### src/rtl/packet_receiver.sv
// packet_receiver
//   Receive side of the board Ethernet link. Delineates frames from
//   demultiplexed RGMII-style receive bytes (preamble/SFD), checks the
//   EtherType and the CRC-32, and holds one accepted payload in a
//   single-frame buffer that the housekeeping CPU reads and then releases
//   with ack.
//
//   Optional feature: define PACKET_RECEIVER_DEST_FILTER_EN to accept only
//   frames addressed to MAC_ADDR or to broadcast. Without it, the
//   destination address is ignored.
//
// Ports
//   clk            receive clock (phy_rx_clk)
//   reset          asynchronous, active-high
//   rx_data[7:0]   receive byte, valid while rx_ctl[1]=1
//   rx_ctl[1:0]    [1]=RX_DV, [0]=RX_DV^RX_ER
//   frame_ready    buffer holds an accepted frame
//   frame_len[6:0] payload length of the held frame
//   rd_addr[6:0]   buffer read address
//   rd_data[7:0]   buffer byte at rd_addr, one cycle latency
//   ack            releases the buffer
//   cnt_clr        zeroes all counters
//   good_count     accepted frames (saturating)
//   crc_err_count  CRC failures, short frames and RX_ER frames (saturating)
//   drop_count     frames lost to a busy buffer or oversize (saturating)
//
// state      | meaning
// -----------+--------------------------------------------------------
// WAIT_IDLE  | after reset; ignore the line until RX_DV is low once
// IDLE       | between frames; wait for the first preamble byte
// PREAMBLE   | 0x55 run; 0xD5 starts the frame
// HEADER     | 14 bytes of destination, source, EtherType
// PAYLOAD    | payload plus FCS written to the buffer
// CHECK      | RX_DV fell; CRC residue and length decide acceptance
// DISCARD    | rest of a rejected frame; wait for RX_DV low

module packet_receiver #(
  parameter int          MAX_PAYLOAD = 64,
  parameter logic [15:0] ETHERTYPE   = 16'h88B5,
  parameter logic [47:0] MAC_ADDR    = 48'h02_00_00_00_00_01
) (
  input  logic       clk,
  input  logic       reset,
  input  logic [7:0] rx_data,
  input  logic [1:0] rx_ctl,
  output logic       frame_ready,
  output logic [6:0] frame_len,
  input  logic [6:0] rd_addr,
  output logic [7:0] rd_data,
  input  logic       ack,
  input  logic       cnt_clr,
  output logic [7:0] good_count,
  output logic [7:0] crc_err_count,
  output logic [7:0] drop_count
);

  localparam int          DEPTH       = MAX_PAYLOAD + 4;
  localparam int          CNT_W       = $clog2(DEPTH + 1);
  localparam logic [31:0] CRC_POLY    = 32'hEDB88320;
  localparam logic [31:0] CRC_RESIDUE = 32'hDEBB20E3;

`ifdef PACKET_RECEIVER_DEST_FILTER_EN
  localparam bit DEST_FILTER_EN = 1'b1;
`else
  localparam bit DEST_FILTER_EN = 1'b0;
`endif

  typedef enum logic [2:0] {
    S_WAIT_IDLE,
    S_IDLE,
    S_PREAMBLE,
    S_HEADER,
    S_PAYLOAD,
    S_CHECK,
    S_DISCARD
  } state_t;

  state_t           r_state;
  logic [31:0]      r_crc;
  logic [3:0]       r_hdr_cnt;
  logic [CNT_W-1:0] r_stored;
  logic             r_et_hi_ok;
  logic             r_uc_ok;
  logic             r_bc_ok;
  logic             r_frame_ready;
  logic [6:0]       r_frame_len;
  logic [7:0]       r_rd_data;
  logic [7:0]       r_good;
  logic [7:0]       r_crc_err;
  logic [7:0]       r_drop;
  logic [7:0]       r_buf [0:DEPTH-1];

  logic             w_dv;
  logic             w_err;
  logic [31:0]      w_crc_next;
  logic             w_wr_en;
  logic [7:0]       w_mac_byte;
  logic             w_uc_hit;
  logic             w_bc_hit;

  function automatic logic [31:0] crc_byte(input logic [31:0] crc, input logic [7:0] d);
    logic [31:0] c;
    c = crc ^ {24'h0, d};
    for (int i = 0; i < 8; i++) begin
      c = c[0] ? ((c >> 1) ^ CRC_POLY) : (c >> 1);
    end
    return c;
  endfunction

  function automatic logic [7:0] sat_inc(input logic [7:0] v);
    return (v == 8'hFF) ? v : v + 8'd1;
  endfunction

  assign w_dv       = rx_ctl[1];
  assign w_err      = rx_ctl[1] ^ rx_ctl[0];
  assign w_crc_next = crc_byte(r_crc, rx_data);

  // The busy check at the SFD keeps the buffer frozen while frame_ready=1;
  // the extra term only makes that explicit at the write port.
  assign w_wr_en = (r_state == S_PAYLOAD) && w_dv && !w_err &&
                   (int'(r_stored) < DEPTH) && !r_frame_ready;

  // Destination byte expected at each of the first six header positions.
  always_comb begin
    w_mac_byte = 8'h00;
    case (r_hdr_cnt)
      4'd0:    w_mac_byte = MAC_ADDR[47:40];
      4'd1:    w_mac_byte = MAC_ADDR[39:32];
      4'd2:    w_mac_byte = MAC_ADDR[31:24];
      4'd3:    w_mac_byte = MAC_ADDR[23:16];
      4'd4:    w_mac_byte = MAC_ADDR[15:8];
      4'd5:    w_mac_byte = MAC_ADDR[7:0];
      default: w_mac_byte = 8'h00;
    endcase
  end

  assign w_uc_hit = r_uc_ok && (rx_data == w_mac_byte);
  assign w_bc_hit = r_bc_ok && (rx_data == 8'hFF);

  always_ff @(posedge clk or posedge reset) begin
    if (reset) begin
      r_state       <= S_WAIT_IDLE;
      r_crc         <= 32'hFFFFFFFF;
      r_hdr_cnt     <= 4'd0;
      r_stored      <= '0;
      r_et_hi_ok    <= 1'b0;
      r_uc_ok       <= 1'b0;
      r_bc_ok       <= 1'b0;
      r_frame_ready <= 1'b0;
      r_frame_len   <= 7'd0;
      r_good        <= 8'd0;
      r_crc_err     <= 8'd0;
      r_drop        <= 8'd0;
    end else begin
      case (r_state)
        S_WAIT_IDLE: begin
          if (!w_dv) r_state <= S_IDLE;
        end
        S_IDLE: begin
          // A byte other than 0x55 here means we joined mid-frame.
          if (w_dv) r_state <= (rx_data == 8'h55) ? S_PREAMBLE : S_DISCARD;
        end
        S_PREAMBLE: begin
          if (!w_dv) begin
            r_state <= S_IDLE;
          end else if (rx_data == 8'hD5) begin
            if (r_frame_ready) begin
              r_state <= S_DISCARD;
              r_drop  <= sat_inc(r_drop);
            end else begin
              r_state   <= S_HEADER;
              r_crc     <= 32'hFFFFFFFF;
              r_hdr_cnt <= 4'd0;
              r_stored  <= '0;
              r_uc_ok   <= 1'b1;
              r_bc_ok   <= 1'b1;
            end
          end else if (rx_data != 8'h55) begin
            r_state <= S_DISCARD;
          end
        end
        S_HEADER: begin
          if (!w_dv) begin
            r_state <= S_CHECK;
          end else if (w_err) begin
            r_state   <= S_DISCARD;
            r_crc_err <= sat_inc(r_crc_err);
          end else begin
            r_crc     <= w_crc_next;
            r_hdr_cnt <= r_hdr_cnt + 4'd1;
            if (r_hdr_cnt < 4'd6) begin
              r_uc_ok <= w_uc_hit;
              r_bc_ok <= w_bc_hit;
            end
            if (DEST_FILTER_EN && (r_hdr_cnt == 4'd5) && !(w_uc_hit || w_bc_hit))
              r_state <= S_DISCARD;
            if (r_hdr_cnt == 4'd12)
              r_et_hi_ok <= (rx_data == ETHERTYPE[15:8]);
            if (r_hdr_cnt == 4'd13)
              r_state <= (r_et_hi_ok && (rx_data == ETHERTYPE[7:0])) ? S_PAYLOAD : S_DISCARD;
          end
        end
        S_PAYLOAD: begin
          if (!w_dv) begin
            r_state <= S_CHECK;
          end else if (w_err) begin
            r_state   <= S_DISCARD;
            r_crc_err <= sat_inc(r_crc_err);
          end else if (int'(r_stored) >= DEPTH) begin
            r_state <= S_DISCARD;
            r_drop  <= sat_inc(r_drop);
          end else begin
            r_crc    <= w_crc_next;
            r_stored <= r_stored + CNT_W'(1);
          end
        end
        S_CHECK: begin
          r_state <= S_IDLE;
          // The CRC runs over the FCS too, so a good frame leaves the fixed residue.
          if ((r_crc == CRC_RESIDUE) && (r_stored >= CNT_W'(4))) begin
            r_frame_ready <= 1'b1;
            r_frame_len   <= 7'(r_stored - CNT_W'(4));
            r_good        <= sat_inc(r_good);
          end else begin
            r_crc_err <= sat_inc(r_crc_err);
          end
        end
        S_DISCARD: begin
          if (!w_dv) r_state <= S_IDLE;
        end
        default: r_state <= S_WAIT_IDLE;
      endcase

      // CHECK only commits when frame_ready was low, so this never races the set.
      if (ack && r_frame_ready) r_frame_ready <= 1'b0;

      if (cnt_clr) begin
        r_good    <= 8'd0;
        r_crc_err <= 8'd0;
        r_drop    <= 8'd0;
      end
    end
  end

  always_ff @(posedge clk) begin
    if (w_wr_en) r_buf[r_stored] <= rx_data;
  end

  always_ff @(posedge clk or posedge reset) begin
    if (reset) r_rd_data <= 8'h00;
    else       r_rd_data <= (int'(rd_addr) < DEPTH) ? r_buf[rd_addr] : 8'h00;
  end

  assign frame_ready   = r_frame_ready;
  assign frame_len     = r_frame_len;
  assign rd_data       = r_rd_data;
  assign good_count    = r_good;
  assign crc_err_count = r_crc_err;
  assign drop_count    = r_drop;

endmodule

### config.mk
export PLATFORM = sky130hd
export DESIGN_NAME = packet_receiver
export DESIGN_NICKNAME = d
export VERILOG_FILES = /design/src/rtl/packet_receiver.sv
export SDC_FILE = /design/constraint.sdc
export NUM_CORES = 1
export LEC_CHECK = 0
export BUFFER_PORTS_ARGS = -buffer_cell sky130_fd_sc_hd__buf_4
export CORE_MARGIN = 3
export CORE_UTILIZATION = 33
export CTS_CLUSTER_SIZE = 40
export DETAILED_ROUTE_END_ITERATION = 16
export PLACE_DENSITY = 0.59
export SYNTH_ARGS = -nofsm -noshare
export SYNTH_HDL_FRONTEND = slang
export SYNTH_SLANG_ARGS = --single-unit
### constraint.sdc
create_clock -name clk -period 3.8 [get_ports clk]
set_input_delay 0 -clock clk [delete_from_list [all_inputs] [get_ports clk]]
set_output_delay 0 -clock clk [all_outputs]
set_load 0.01 [all_outputs]
---- After elaboration in Yosys (flattened, before gate mapping) ----
Memory sizes are Yosys's and may differ from the RTL's.
Cells that the tools add are included.
storage, ports and cells
  output and inout bits ................... 40
  memories kept ........................... 1
  memory bits (read-only) ................. 0
  bits in writable memories ............... 544
  flip-flop bits (word level) ............. 87
  logic and storage cells ................. 174
  latch bits .............................. 0
operators by class
  eq/ne operators ......................... 40
  reductions and logical operators ........ 31
  shift operators ......................... 0
  bitwise gates (word level) .............. 11
  multiplexer cells ....................... 70
  divide/modulo/power cells ............... 0
  $add $sub $neg .......................... 6
  magnitude comparators ................... 4
  multipliers ............................. 0
memory list
  name   words  width  read ports  clocked after memory_dff  wr ports  RTL line  text
  r_buf  68     8      1           0                         1         91        logic [7:0] r_buf [0:DEPTH-1];
operator list
  cell                    count
  $mux W32                16
  $mux W8                 18
  $not A13 Y14            8
  $pmux W32 S3            1
  $eq A8 B8 Y1 const B    6
  $mux W7                 6
  $mux W3                 13
  $eq A32 B32 Y1 const B  1
  $pmux W8 S2             2
  $xor A32 B8 Y32         1
  $add A8 B1 Y8 const B   3
  $ne A2 B2 Y1 const B    11
  $mux W4                 5
  $ne A3 B3 Y1 const B    6
  $pmux W3 S6             1
  $lt A7 B7 Y1 const B    2
  $pmux W7 S2             1
  $reduce_and A7 Y1       2
  $reduce_bool A2 Y1      6
  $eq A3 B3 Y1 const B    3
  $reduce_and A9 Y1       1
  $reduce_bool A3 Y1      3
  $eq A4 B4 Y1 const B    2
  $eq A8 B7 Y1 const B    1
  26 further kinds        43

---- Logic depth before layout (Yosys ltp) ----
Gate-level depths: netlist (run 1).
  depth in word-level cells ............... 21
  gate-level depth with buffers ........... 11
  gate-level depth less buffers ........... 8

---- Worst setup path before layout (run 1) ----
OpenSTA, ideal clock, no wires.
  path type ............................... register -> register
  start ................................... register r_stored[3]
  end ..................................... memory r_buf[57][0] (enable)
  period minus slack after synthesis ...... 2861 ps
  path slack .............................. 939 ps
  cell stages (with the launch flop) ...... 9
  path buffers ............................ 2
  setup time .............................. 371 ps
  data required time ...................... 3429 ps
  arrival time ............................ 2490 ps
  cells stage by stage .................... dfrtp_1 -> buf_6 -> or4_4 -> nand2_1 -> nand2_1 -> or4_4 -> or3_1 -> buf_2 -> nor2_1
between the ends
  longest elaborated chain between the ends .. 5
RTL lines
  what                           RTL line  text
  from (decl)                    81        logic [CNT_W-1:0] r_stored;
  from (signal assigned)         214       r_stored <= r_stored + CNT_W'(1);
  $lt A7 B7 Y1                   121       (int'(r_stored) < DEPTH) && !r_frame_ready;
  $logic_and A1 B1 Y1            120       assign w_wr_en = (r_state == S_PAYLOAD) && w_dv && !w_err &&
  $logic_and A1 B1 Y1            121
  $mux W1                        246       if (w_wr_en) r_buf[r_stored] <= rx_data;
  $mux W1 (implied by the code)  246
  to (decl)                      91
Several ways; a longest one is shown, not always the timed one.

---- Worst setup path in the final report (run 1) ----
  start ................................... register r_state[2]
  end ..................................... memory r_buf[13][5] (enable)
between the ends
  longest elaborated chain between the ends .. 7
RTL lines
  what                               RTL line  text
  from (decl)                        78        state_t r_state;
  from (signal assigned)             161       if (w_dv) r_state <= (rx_data == 8'h55) ? S_PREAMBLE : S_DISCARD;
  from (signal assigned)             200       r_state <= (r_et_hi_ok && (rx_data == ETHERTYPE[7:0])) ? S_PAYLOAD : S_DISCARD;
  $eq A3 B3 Y1                       120
  $logic_and A1 B1 Y1 (3 in series)  120
  $logic_and A1 B1 Y1                121
  $mux W1                            246
  $mux W1 (implied by the code)      246
No other way between the ends.

==> results.py, run 1 <==
metrics = {
    "worst_setup_path": {
        "cp-end-kind": "register",
        "crit_fanout": 14,
        "slowest_stage": "or3_1",
        "critPathArrivalTime_ns": 3.55,
        "cp_data_required_time_ns": 4.12,
        "path_class": "register to register",
        "worstPathCellList": "nand2b_1 > nor2_1 > nand2_1 > or4_4 > or3_1 > nor2_1 > buf_4",
        "cpPeakStageDelay_ns": 0.64,
        "start_kind": "register",
        "crit_top_cell": "nor2_1",
    },
    "sta": {
        "rsz0062_at_grt": "false",
        "max_freq_mhz": 310,
        "slew_headroom": 0.396,
        "period_share": 0.850,
        "hold_viol": 0,
        "drv_slew": 0,
        "finalSetupTns_ns": 0,
        "fin_crit_ns": 3.23,
        "worst_pin_slew_ns": 0.906,
        "finClkSkew_ns": 0.0269,
        "setup_viol": 0,
    },
    "layout": {
        "final_cell_mix": "544 x edfxtp_1, 159 x nor2_1, 148 x buf_4",
        "seq_area_mm2": 0.0186,
        "area_growth_pct": 17.3,
        "layout-drive-gt1-share": 0.256,
        "final_core_util": 0.393,
        "n_fill_cell": 7014,
        "multi_input_area_mm2": 0.00720,
        "final_common_cell": "edfxtp_1",
        "antenna_cells": 0,
        "fin_nets": 1713,
    },
    "logic_synthesis": {
        "synth_seq_cells": 631,
        "syn-num-nets": 1556,
        "synth_top_cell_area_share": 0.625,
        "ys.flop_type": "edfxtp_1",
        "avgSynthCellArea_um2": 17.2,
        "synthCells": 1523,
        "ys_types": 69,
        "yosys_warnings": 0,
        "netlist_top_cells_area": "edfxtp_1 63%, mux4_2 11%, dfrtp_1 5.3%, dfstp_2 3.2%, xnor2_1 2.3%",
        "synth.largest_area_cell": "edfxtp_1",
        "ys_seq_area_frac": 0.710,
        "netlist_area_mm2": 0.0261,
        "synth-edff-count": 544,
        "synthArstFlopShare": 0.138,
    },
    "drt": {
        "post_drt_wl_per_cell_um": 23.2,
        "drt_iter0_markers": 1398,
        "antenna_left": 0,
        "wl_mm": 64.3,
        "drc": 0,
        "via_count": 14397,
        "firstDrtPassIters": 5,
        "viasPerCell": 5.19,
    },
    "power": {
        "power_leakage_nw": 10.2,
        "power.share.clock": 0.390,
        "p_sw_frac": 0.257,
        "power_switching_mw": 4.39,
        "pwr-share-seq": 0.467,
        "combPwrFrac": 0.143,
        "power.density_mw_per_mm2": 557,
        "internal_power_mw": 12.7,
        "peakVddDrop_uv": 348,
    },
    "floorplan": {
        "core_mm2": 0.0780,
        "io_pins": 61,
        "die-height_um": 287,
        "die_w_um": 287,
        "dieArea_mm2": 0.0826,
        "start_util": 0.335,
        "rows": 102,
    },
    "placement": {
        "place_congestion": 0.857,
        "dp_hpwl_mm": 40.6,
        "port_buffers": 60,
    },
    "cts": {
        "clock_latency_ns": 0.60,
        "htree_levels": 3,
        "cts_max_path_buffers": 3,
        "clkSlewWorstSetupHoldPaths_ns": 0.06,
        "clockRootBuffer": "clkbuf_16",
        "post_cts_buffers": 0,
        "cts_tree": "done",
        "cts.sinks": 631,
        "cts_buffers": 67,
    },
    "grt": {
        "grt_pass1_vias": 14823,
        "grt_antenna_before_repair": 3,
        "overflow": 0,
        "grt.total_usage": 0.157,
        "grt_first_pass_wirelength_mm": 97.0,
        "grt_max_degree": 81,
    },
    "min_path": {
        "min_path_type": "input port to register",
    },
    "status": {
        "status": "finished, final reports clean",
    },
    "flow_run": {
        "drv_cap": 0,
    },
}
==> repair_timing <==
action,in CTS,in global routing
hold buffers,11,0
hold endpoints to repair,132,0
resized for setup,0,0
==> sequential cells by signal, indices dropped and copies added, names as in the netlist <==
| signal | count |
|---|---|
| r_buf | 544 |
| r_crc | 32 |
| crc_err_count | 8 |
| drop_count | 8 |
| good_count | 8 |
| rd_data | 8 |
| frame_len | 7 |
| r_stored | 7 |
| r_hdr_cnt | 4 |
| r_state | 3 |
| frame_ready | 1 |
| r_et_hi_ok | 1 |
==> power groups by stage <==
stage	Clock [mW]	Combinational (mW)	Sequential, mW
detailed placement	0	2.43	8.11
global route	7.10	2.68	8.00
floorplan	0	1.76	8.04
finish	6.66	2.44	7.98
global placement	0	2.39	8.10
CTS	6.79	2.45	7.97
==> worst paths after layout <==
path	startpoint	to	slack [ns]	cells after the start
worst min register to register	frame_len[5]	frame_len[5]	0.49	1
worst max register to register	r_state[2]	r_buf[13][5]	0.57	7
max in group asynchronous	reset	r_crc[6]	2.71	4
worst min-delay path	rd_addr[4]	rd_data[2]	0.03	4
worst max-delay path	r_state[2]	r_buf[13][5]	0.57	7
min in group asynchronous	reset	drop_count[5]	0.12	3
==> metal layers <==
metal	global-route usage	vias to the layer above	share of wire
met2	0.246	577	0.47
li1	-	6297	-
met4	0.0438	4	0.023
met3	0.0377	101	0.072
met5	0	-	0.00036
met1	0.219	7418	0.43
==> per-stage QoR <==
stage               cell area [um2]  instances  setup WS, ns  power (mW)  hold WS [ns]
floorplan                     26100       1523         0.939        9.80        0.0631
global placement              28300       2640         0.741        10.5         0.197
detailed placement            28300       2640         0.602        10.5         0.200
CTS                           30700       2773         0.588        17.2       0.00365
global route                  30700       2773         0.147        17.8        0.0331
finish                        30700       2773         0.571        17.1        0.0346
==> area by class of cell <==
type / instances / area share
clock buffers: 80 / 0.0576
clock inverters: 42 / 0.0166
inverters: 12 / 0.00155
multi-input cells: 805 / 0.235
flip-flops and latches: 631 / 0.605
well taps: 1040 / 0.0424
repair buffers: 163 / 0.0420
==> worst max-delay path: cells and delay by family (launching register included) <==
kind | cells | cell delay (ns)
flip-flops | 1 | 0.58
AND/OR/NAND/NOR | 6 | 2.15
buffers and inverters | 1 | 0.21
==> cell usage after synthesis, drive strengths merged (7+ instances only) <==
library cell	number
nand2b	8
a31oi	7
a221oi	9
mux2	14
nand3	33
o22ai	8
nand2	55
a21oi	62
o31ai	7
dfrtp	55
nor2b	13
nand4	9
dfstp	32
nor4	10
a211oi	8
o21ai	33
clkbuf	39
mux2i	47
nor2	159
mux4	127
buf	36
xor2	26
inv	12
nor3	14
edfxtp	544
xnor2	70
ha	12
==> kinds of logic after synthesis <==
logic type,synth area share
compound gates,0.0399
xor+xnor,0.0325
fa+ha+maj,0.00574
buf+inv,0.0150
flops,0.710
mux,0.133
simple gates,0.0635
(Power assumes the default switching activity.)
==> inputs of run 2 (changes only) <==
==> constraint.sdc (replaced) <==
create_clock -name clk -period 3.1 [get_ports clk]
set_input_delay 0 -clock clk [delete_from_list [all_inputs] [get_ports clk]]
set_output_delay 0 -clock clk [all_outputs]
set_load 0.01 [all_outputs]
==> run 2 against run 1 <==
Hold slack gained 0.031 ns. Design area up 0.94%. Combinational power up 25%. Critical path type unchanged. Clock skew rose by 0.0035 ns. Power rose by 22%. Setup slack got worse by 0.25 ns.
==> results.py, run 2 (synthesized netlist as in run 1, its figures left out) <==
metrics = {
    "power": {
        "peakVddDrop_uv": 381,
        "power.total_mw": 20.9,
        "power.density_mw_per_mm2": 675,
        "power_leakage_nw": 10.4,
    },
    "grt": {
        "grt_max_degree": 69,
        "grt_first_pass_wirelength_mm": 96.6,
        "grt_antenna_before_repair": 1,
        "grt.total_usage": 0.157,
        "grt_pass1_vias": 14722,
        "overflow": 0,
    },
    "cts": {
        "htree_levels": 3,
        "post_cts_buffers": 0,
        "cts_tree": "done",
        "cts_resized": 0,
        "clockRootBuffer": "clkbuf_16",
        "cts.sinks": 631,
        "cts_max_path_buffers": 3,
        "cts_hold_buf": 15,
        "clock_latency_ns": 0.61,
        "cts_buffers": 67,
        "clkSlewWorstSetupHoldPaths_ns": 0.06,
    },
    "sta": {
        "setup_viol": 0,
        "hold_viol": 0,
        "post-route-worst-setup-slack_ns": 0.325,
        "finClkSkew_ns": 0.0303,
        "fin_crit_ns": 2.78,
        "period_share": 0.895,
        "drv_slew": 0,
        "finalSetupTns_ns": 0,
        "slew_headroom": 0.426,
        "max_freq_mhz": 360,
        "rsz0062_at_grt": "false",
        "worst_pin_slew_ns": 0.862,
    },
    "layout": {
        "finalNonFillerCells": 2807,
        "top_regs": "r_buf: 544 flops, r_crc: 32 flops",
        "final_common_cell": "edfxtp_1",
        "largest_reg_flops": 544,
        "stdcell_area_mm2": 0.0309,
        "area_growth_pct": 18.4,
        "final_cell_mix": "544 x edfxtp_1, 177 x buf_4, 159 x nor2_1",
        "n_fill_cell": 7022,
        "layout-drive-gt1-share": 0.269,
        "top_register": "r_buf",
        "fin_nets": 1749,
    },
    "floorplan": {
        "core_mm2": 0.0780,
        "die_w_um": 287,
        "rows": 102,
        "start_util": 0.335,
        "io_pins": 61,
        "dieArea_mm2": 0.0826,
        "die-height_um": 287,
    },
    "placement": {
        "dp_cells": 2672,
        "dp_hpwl_mm": 40.9,
        "place_congestion": 0.808,
        "port_buffers": 60,
        "post-place-ws_ns": 0.333,
        "dpl-instance-area_mm2": 0.0286,
    },
    "status": {
        "status": "finished, final reports clean",
    },
    "drt": {
        "post_drt_wl_per_cell_um": 22.9,
        "via_count": 14385,
        "wl_mm": 64.3,
        "firstDrtPassIters": 5,
        "drc": 0,
        "antenna_left": 0,
        "viasPerCell": 5.12,
        "drt_iter0_markers": 1307,
    },
    "worst_setup_path": {
        "crit_buf_inv": 2,
        "cp-end-kind": "register",
        "start_kind": "register",
        "critPathArrivalTime_ns": 3.07,
        "crit_family": "simple AND/OR/NAND/NOR gates",
        "crit_fanout": 9,
        "slowest_stage": "or4_4",
        "cpPeakStageDelay_ns": 0.55,
        "cp_data_required_time_ns": 3.39,
        "path_class": "register to register",
        "worstPathCellList": "or4_4 > nand2_1 > nand2_1 > or4_4 > or3_1 > buf_4 > nor2_1 > buf_4",
    },
    "min_path": {
        "min_path_type": "input port to register",
    },
    "flow_run": {
        "drv_cap": 0,
    },
}
[run 2: path summary, 6_finish.rpt]
| kind | start | endpoint | slack [ns] | cells past startpoint |
|---|---|---|---|---|
| worst max-delay path | r_stored[4] | r_buf[3][2] | 0.32 | 8 |
| worst min-delay path | rx_data[6] | r_et_hi_ok | 0.07 | 4 |
| worst max register to register | r_stored[4] | r_buf[3][2] | 0.32 | 8 |
| worst min register to register | frame_len[4] | frame_len[4] | 0.48 | 2 |
| max in group asynchronous | reset | r_crc[29] | 2.15 | 4 |
| min in group asynchronous | reset | frame_ready | 0.09 | 3 |
[run 2: report_power, final]
group	leakage (nW)	switching, mW	total, mW	internal (mW)
clock network	1.08	3.37	8.11	4.74
logic	3.30	1.79	3.04	1.25
registers	5.97	0.207	9.75	9.54
total	10.4	5.36	20.9	15.5
[run 2: cell type report]
| class | instances | area, um2 | share of cell area |
|---|---|---|---|
| Inverter | 12 | 47.5 | 0.00154 |
| Multi-Input combinational cell | 805 | 7200 | 0.232 |
| Antenna cell | 2 | 5.00 | 0.000162 |
| Clock buffer | 80 | 1780 | 0.0574 |
| Tap cell | 1040 | 1300 | 0.0420 |
| Timing Repair Buffer | 199 | 1610 | 0.0519 |
| Sequential cell | 631 | 18600 | 0.599 |
| Clock inverter | 38 | 465 | 0.0150 |
[run 2: worst reg2reg max path, delay by kind of cell (launching register included)]
| kind | cells | cell delay, ns |
|---|---|---|
| simple gates | 6 | 1.68 |
| flops | 1 | 0.37 |
| buf+inv | 2 | 0.41 |
[run 2: stage by stage]
step,utilization,hold slack [ns]
after floorplan,-,0.0631
after global placement,0.366,0.209
after detailed placement,0.366,0.213
after CTS,0.397,0.00524
after global routing,0.397,0.0368
final,0.397,0.0652
[run 2: layer usage]
layer  up-vias  track usage  part of all wire
met1      7410        0.218              0.44
met2       512        0.246              0.47
li1       6358            -                 -
met4         0       0.0503             0.030
met3       105       0.0351             0.067
met5         -            0                 0
